## src/rtl/galois_pkg.sv

```systemverilog
// Shared types and the Galois LFSR next-state function used by the PRBS
// generator/checker pair.
package galois_pkg;

  typedef enum logic [1:0] {
    ST_IDLE   = 2'b00,
    ST_HUNT   = 2'b01,
    ST_LOCKED = 2'b10
  } state_t;

  // Widest LFSR supported by galois_step; callers zero-extend and truncate.
  localparam int GALOIS_W = 64;

  function automatic logic [GALOIS_W-1:0] galois_step(
    input logic [GALOIS_W-1:0] lfsr,
    input logic [GALOIS_W-1:0] taps,
    input int unsigned         n
  );
    logic fb;
    fb = lfsr[6'(n - 1)];
    return (lfsr << 1) ^ (fb ? taps : '0);
  endfunction

endpackage

```

## src/rtl/prbs_lfsr_core.sv

```systemverilog
// N-bit Galois LFSR register: reset to all ones, load from seed, or step.
module prbs_lfsr_core
  import galois_pkg::*;
#(
  parameter int N = 32
) (
  input  logic         clk,
  input  logic         rst_n,
  input  logic         ld,
  input  logic         step,
  input  logic [N-1:0] seed,
  input  logic [N-1:0] taps,
  output logic [N-1:0] q,
  output logic         msb
);

  logic [GALOIS_W-1:0] nxt_w;

  assign nxt_w = galois_step(GALOIS_W'(q), GALOIS_W'(taps), N);
  assign msb   = q[N-1];

  always_ff @(posedge clk) begin
    if (!rst_n) begin
      q <= '1;
    end else if (ld) begin
      q <= seed;
    end else if (step) begin
      q <= nxt_w[N-1:0];
    end
  end

endmodule

```

## config.mk

```make
export PLATFORM = sky130hd
export DESIGN_NAME = prbs_lfsr_core
export DESIGN_NICKNAME = d
export VERILOG_FILES = /design/src/rtl/galois_pkg.sv /design/src/rtl/prbs_lfsr_core.sv
export SDC_FILE = /design/constraint.sdc
export NUM_CORES = 1
export LEC_CHECK = 0
export ABC_CLOCK_PERIOD_IN_PS = 1990
export CORE_UTILIZATION = 35
export CTS_CLUSTER_DIAMETER = 50
export CTS_CLUSTER_SIZE = 12
export DETAILED_ROUTE_END_ITERATION = 10
export PLACE_DENSITY = 0.71
export SYNTH_ARGS = -nofsm -noshare
export SYNTH_HDL_FRONTEND = slang
export SYNTH_SLANG_ARGS = --single-unit
```

## constraint.sdc

```tcl
create_clock -name clk -period 1.99 [get_ports clk]
set_clock_uncertainty 0.05 [all_clocks]
set_input_delay 0.199 -clock clk [delete_from_list [all_inputs] [get_ports clk]]
set_output_delay 0.199 -clock clk [all_outputs]
set_load 0.01 [all_outputs]
```

==> results.yml, run 1 <==
run_status:
  status: "finished clean"
critical_path:
  rr_startpoint: "q[31]$_SDFFE_PN1P_"
  path_cells: "clkdlybuf4s50_1"
  arrival_ns: 1.23
  critPathMaxStageDelay_ns: 0.56
  critPathMaxFanout: 4
  crit_path_start_kind: "flop"
  worst_ep_required_time_ns: 1.74
  critical_path_class: "flop to output pin"
  critPathTopFamily: "buffers and inverters"
  startpoint: "q[6]$_SDFFE_PN1P_"
  end_kind: "output pin"
  critPathBufInv: 1
  cp_slowest_cell: "clkdlybuf4s50_1"
timing:
  slew-limit-headroom_pct: 71.1
  max_freq_mhz: 674
  tns_ns: 0
  drv_slew: 0
  timing.final.crit_share_pct: 74.5
  rsz0062_at_grt: "false"
  finalSetupViolCount: 0
  fin_crit_ns: 1.48
  worstMarginPinSlew_ns: 0.434
  hold_violations: 0
finish:
  antenna_cells: 0
  drive_gt1_share_pct: 6.19
  largest_registers: "q (32)"
  area_growth_pct: 53.2
  largest_register_ffs: 32
  largest_register: "q"
  nNetsFinal: 407
  final_cell_count_no_fill: 411
  nFillCells: 542
synthesis:
  ys_ff_latch: 32
  synth.top_cell.area_share_pct: 31.3
  synth_warnings: 0
  netlist_instances: 251
  yosysSeqAreaShare_pct: 31.3
  synthTopCellsByArea: "dfxtp_1 31%, o221ai_1 12%, o211ai_1 11%, nand2b_1 9.2%, and2_1 8.9%"
  synth.avg_cell_area_um2: 8.17
  syn_nets: 319
  syn-cell-area_um2: 2050
  synth.distinct_cells: 24
  synth_area_leader_cell: "dfxtp_1"
power:
  p_leak_nw: 1.12
  power_frac_seq_pct: 40.5
  pwr-share-comb_pct: 30.2
  p_switching_mw: 0.507
  power_mw: 1.84
  powerDensity_nw_per_um2: 588
  p_int_mw: 1.34
  p_clk_share_pct: 29.3
  swShare_pct: 27.5
  ir_worst_vdd_uv: 358
clock_tree:
  path_clk_slew_ns: 0.07
  cts_sinks: 32
  cts_resized: 0
  htree_levels: 2
  cts_root_buf: "clkbuf_8"
  clk_latency_ns: 0.28
  cts_setup_buffers: 0
  cts_hold_buf: 0
  cts_max_path_buffers: 2
  numCtsBuffers: 5
  cts_tree: "done"
global_route:
  grt_pass1_wl_um: 9340
  grt_max_degree: 54
  antenna_found_initial: 0
  grt_pass1_vias: 2042
  overflow: 0
  grt_usage_pct: 18.9
route:
  vias: 2280
  drc_errors: 0
  ant_nets: 0
  post_drt_wl_per_cell_um: 13.8
  finalWirelength_um: 5690
  first_pass_iters: 4
  drtIter0Drc: 113
  vias_per_cell: 5.55
hold_path:
  holdCritPathClass: "input port to flop"
  holdCritStartpoint: "ld"
floorplanning:
  die_height_um: 78.5
  rows: 27
  die_x_um: 78.5
  pin_count: 101
  initial_core_util_pct: 36.8
  die-area_um2: 6170
  core_um2: 5570
job:
  drv_cap: 0
placed_design:
  dp_hpwl_um: 4000
  routabilityCongestion: 0.741
  dp.cells: 404
  portBuffers: 100
==> layer usage <==
metal  part of all wire (%)  wire length, um  GRT usage (%)  vias to the layer above
met5                      0                0              0                        -
met4                    1.2               67           6.85                        0
met2                     46             2610           30.2                       78
li1                       -                -              -                     1128
met1                     47             2650           24.8                     1069
met3                    6.4              364           4.07                        5
==> power by group through the flow <==
stage / logic (mW) / registers (mW) / clock network [mW]
5_1_grt: 0.610 / 0.755 / 0.589
2_1_floorplan: 0.263 / 0.773 / 0
3_5_place_dp: 0.557 / 0.760 / 0
6_report: 0.557 / 0.747 / 0.541
3_3_place_gp: 0.550 / 0.759 / 0
4_1_cts: 0.561 / 0.746 / 0.553
==> synth_stat cells, drive strengths merged <==
library cell	n
a21boi	1
a21oi	1
a31oi	1
and2	29
and4	1
buf	20
clkbuf	8
dfxtp	32
mux2i	1
nand2	33
nand2b	30
nand4	29
nor2	2
nor2b	1
o211ai	30
o221ai	29
o311ai	1
o41ai	1
or2b	1
==> placed cells by master, fill, tap and decap left out <==
cell type / instances
and2_1: 29
a21boi_0: 1
nand2b_1: 30
nand4_1: 29
o311ai_1: 1
buf_12: 1
buf_2: 2
dfxtp_1: 31
a31oi_1: 1
nand2_1: 33
nor2_1: 1
a21oi_1: 1
dfxtp_2: 1
nor2_2: 1
clkdlybuf4s50_1: 98
and4_1: 1
clkbuf_8: 7
o221ai_1: 29
or2b_1: 1
mux2i_1: 1
o211ai_1: 30
nor2b_1: 1
buf_4: 8
o41ai_2: 1
==> layout make-up <==
| class | count | area [um^2] | share of cell area [%] |
|---|---|---|---|
| sequential | 32 | 642 | 20.4 |
| multi-input combinational | 191 | 1240 | 39.5 |
| tap | 72 | 90.1 | 2.87 |
| clock buffer | 7 | 96.3 | 3.07 |
| timing repair buffer | 109 | 1070 | 34.1 |
==> cells by family after synthesis <==
kind of cell	count (synthesis)	share of synthesized area, %
AOI/OAI and AO/OA	64	25.5
DFF	32	31.3
buffers and inverters	28	8.24
muxes	1	0.488
and+or+nand+nor	126	34.5
==> worst paths after layout <==
check / end / slack, ns / depth (start not counted)
max: q[6] / 0.51 / 1
min: q[11]$_SDFFE_PN1P_ / 0.35 / 3
max reg2reg: q[10]$_SDFFE_PN1P_ / 0.70 / 4
min reg2reg: q[30]$_SDFFE_PN1P_ / 0.51 / 2
==> per-stage QoR <==
step	hold slack, ns	setup WS, ns	utilization, %	area [um^2]
finish	0.350	0.507	56.3	3140
global route	0.378	0.442	56.3	3140
CTS	0.345	0.495	56.3	3140
detailed placement	0.503	0.699	54.6	3040
global placement	0.501	0.744	54.6	3040
floorplan	0.239	0.803	-	2050
(Power assumes the default switching activity.)
==> run 2: changes to the inputs <==
--- a/config.mk
+++ b/config.mk
@@ -5,7 +5,7 @@
 export SDC_FILE = /design/constraint.sdc
 export NUM_CORES = 1
 export LEC_CHECK = 0
-export ABC_CLOCK_PERIOD_IN_PS = 1990
+export ABC_CLOCK_PERIOD_IN_PS = 1500
 export CORE_UTILIZATION = 35
 export CTS_CLUSTER_DIAMETER = 50
 export CTS_CLUSTER_SIZE = 12
==> constraint.sdc (replaced) <==
create_clock -name clk -period 1.5 [get_ports clk]
set_clock_uncertainty 0.05 [all_clocks]
set_input_delay 0.15 -clock clk [delete_from_list [all_inputs] [get_ports clk]]
set_output_delay 0.15 -clock clk [all_outputs]
set_load 0.01 [all_outputs]
==> run 2 against run 1 <==
Via count down 0.92%. Non-clock buffer count unchanged. Routed wire length down 0.47%. Hold slack worse by 0.079 ns. Global-route usage down 0.24 points. Critical endpoint is now q[9].
==> results.yml, run 2 (synthesis results as in run 1) <==
critical_path:
  critPathMaxStageDelay_ns: 0.56
  path_cells: "clkdlybuf4s50_1"
  critPathBufInv: 1
  crit_path_start_kind: "flop"
  critPathTopFamily: "buffers and inverters"
  cp_slowest_cell: "clkdlybuf4s50_1"
  end_kind: "output pin"
  rr_startpoint: "q[31]$_SDFFE_PN1P_"
  worst_ep_required_time_ns: 1.30
  critPathMaxFanout: 4
  reg2reg_slack_ns: 0.28
  reg2reg_to: "q[30]$_SDFFE_PN1P_"
  critical_path_class: "flop to output pin"
  arrival_ns: 1.24
  rr_worst_depth: 4
timing:
  tns_ns: 0
  holdWs_ns: 0.271
  hold_violations: 0
  timing.final.crit_share_pct: 95.7
  slew-limit-headroom_pct: 76.7
  max_freq_mhz: 697
  worstMarginPinSlew_ns: 0.350
  drv_slew: 0
  fin_crit_ns: 1.44
  rsz0062_at_grt: "false"
  finalSetupViolCount: 0
clock_tree:
  cts_max_path_buffers: 2
  cts_sinks: 32
  cts_hold_buf: 0
  clk_latency_ns: 0.27
  cts_tree: "done"
  path_clk_slew_ns: 0.07
  numCtsBuffers: 5
  htree_levels: 2
  cts_resized: 0
  cts_setup_buffers: 0
  cts_root_buf: "clkbuf_8"
route:
  ant_nets: 0
  vias_per_cell: 5.48
  drc_errors: 0
  first_pass_iters: 5
  finalWirelength_um: 5670
  vias: 2259
  post_drt_wl_per_cell_um: 13.8
  drtIter0Drc: 120
placed_design:
  routabilityCongestion: 0.766
  dp.cells: 404
  dp_hpwl_um: 4100
  portBuffers: 100
finish:
  final_cell_count_no_fill: 412
  nNetsFinal: 407
  layout.area.seq_um2: 642
  drive_gt1_share_pct: 6.47
  largest_register: "q"
  antenna_cells: 0
  mostFrequentLayoutCells: "98 x clkdlybuf4s50_1, 33 x nand2_1, 31 x dfxtp_1, 30 x nand2b_1, 30 x o211ai_1"
  multi_input_comb_area_um2: 1240
  largest_register_ffs: 32
  area_growth_pct: 56.5
  nFillCells: 513
  largest_registers: "q (32)"
  layout_commonest_cell: "clkdlybuf4s50_1"
global_route:
  antenna_found_initial: 0
  grt_usage_pct: 18.6
  overflow: 0
  grt_pass1_wl_um: 9260
  grt_max_degree: 46
  grt_pass1_vias: 1976
floorplanning:
  die_x_um: 78.5
  core_um2: 5570
  die_height_um: 78.5
  initial_core_util_pct: 36.8
  rows: 27
  die-area_um2: 6170
  pin_count: 101
power:
  p_clk_share_pct: 34.2
  power_frac_seq_pct: 37.4
  p_int_mw: 1.96
  powerDensity_nw_per_um2: 826
  p_leak_nw: 1.15
  ir_worst_vdd_uv: 614
  p_switching_mw: 0.684
  swShare_pct: 25.8
  pwr-share-comb_pct: 28.4
hold_path:
  holdPathEnd: "q[3]$_SDFFE_PN1P_"
  holdPathStages: 3
  holdCritPathClass: "input port to flop"
  holdCritStartpoint: "ld"
run_status:
  status: "finished clean"
job:
  drv_cap: 0
run 2: cell count changes in the layout (fill, tap and decap cells not counted), sizes merged:
cell and delta:
bufinv +1
run 2: worst max path at each step:
stage                        from            endpoint  slack (ns)  cells after the start
2_1_floorplan  q[31]$_SDFFE_PN1P_  q[21]$_SDFFE_PN1P_        0.31                      5
3_3_place_gp                rst_n  q[31]$_SDFFE_PN1P_        0.27                      3
3_5_place_dp                rst_n   q[9]$_SDFFE_PN1P_        0.23                      3
4_1_cts         q[2]$_SDFFE_PN1P_                q[2]        0.05                      1
5_1_grt        q[10]$_SDFFE_PN1P_               q[10]        0.02                      1
6_report        q[9]$_SDFFE_PN1P_                q[9]        0.06                      1
run 2: layout make-up:
cell class | count | share of cell area (%)
multi-input cells | 191 | 38.7
repair buffers | 109 | 34.6
flip-flops and latches | 32 | 20.0
well taps | 72 | 2.81
clock buffers | 7 | 3.00
clock inverters | 1 | 0.936
run 2: power by group through the flow:
stage                     sequential (mW)  clock (mW)  combinational (mW)
after floorplan                      1.02           0               0.349
after global placement               1.01           0               0.742
after detailed placement             1.01           0               0.754
after CTS                           0.990       0.923               0.760
after global routing                 1.00       0.967               0.824
final                               0.991       0.906               0.753
run 2: per-stage QoR:
step	power (mW)	area (um^2)	util [%]	setup slack, ns
final	2.65	3210	57.5	0.0647
after global routing	2.79	3210	57.5	0.0200
after CTS	2.67	3210	57.5	0.0514
after detailed placement	1.76	3080	55.3	0.231
after global placement	1.75	3080	55.3	0.274
after floorplan	1.37	2050	-	0.313
run 2: metal layers:
metal | share of wire [%] | global-route usage [%] | wire (um)
met5 | 0 | 0 | 0
met3 | 6.3 | 4.19 | 359
met2 | 47 | 29.7 | 2670
met1 | 46 | 25.2 | 2610
met4 | 0.55 | 4.81 | 31
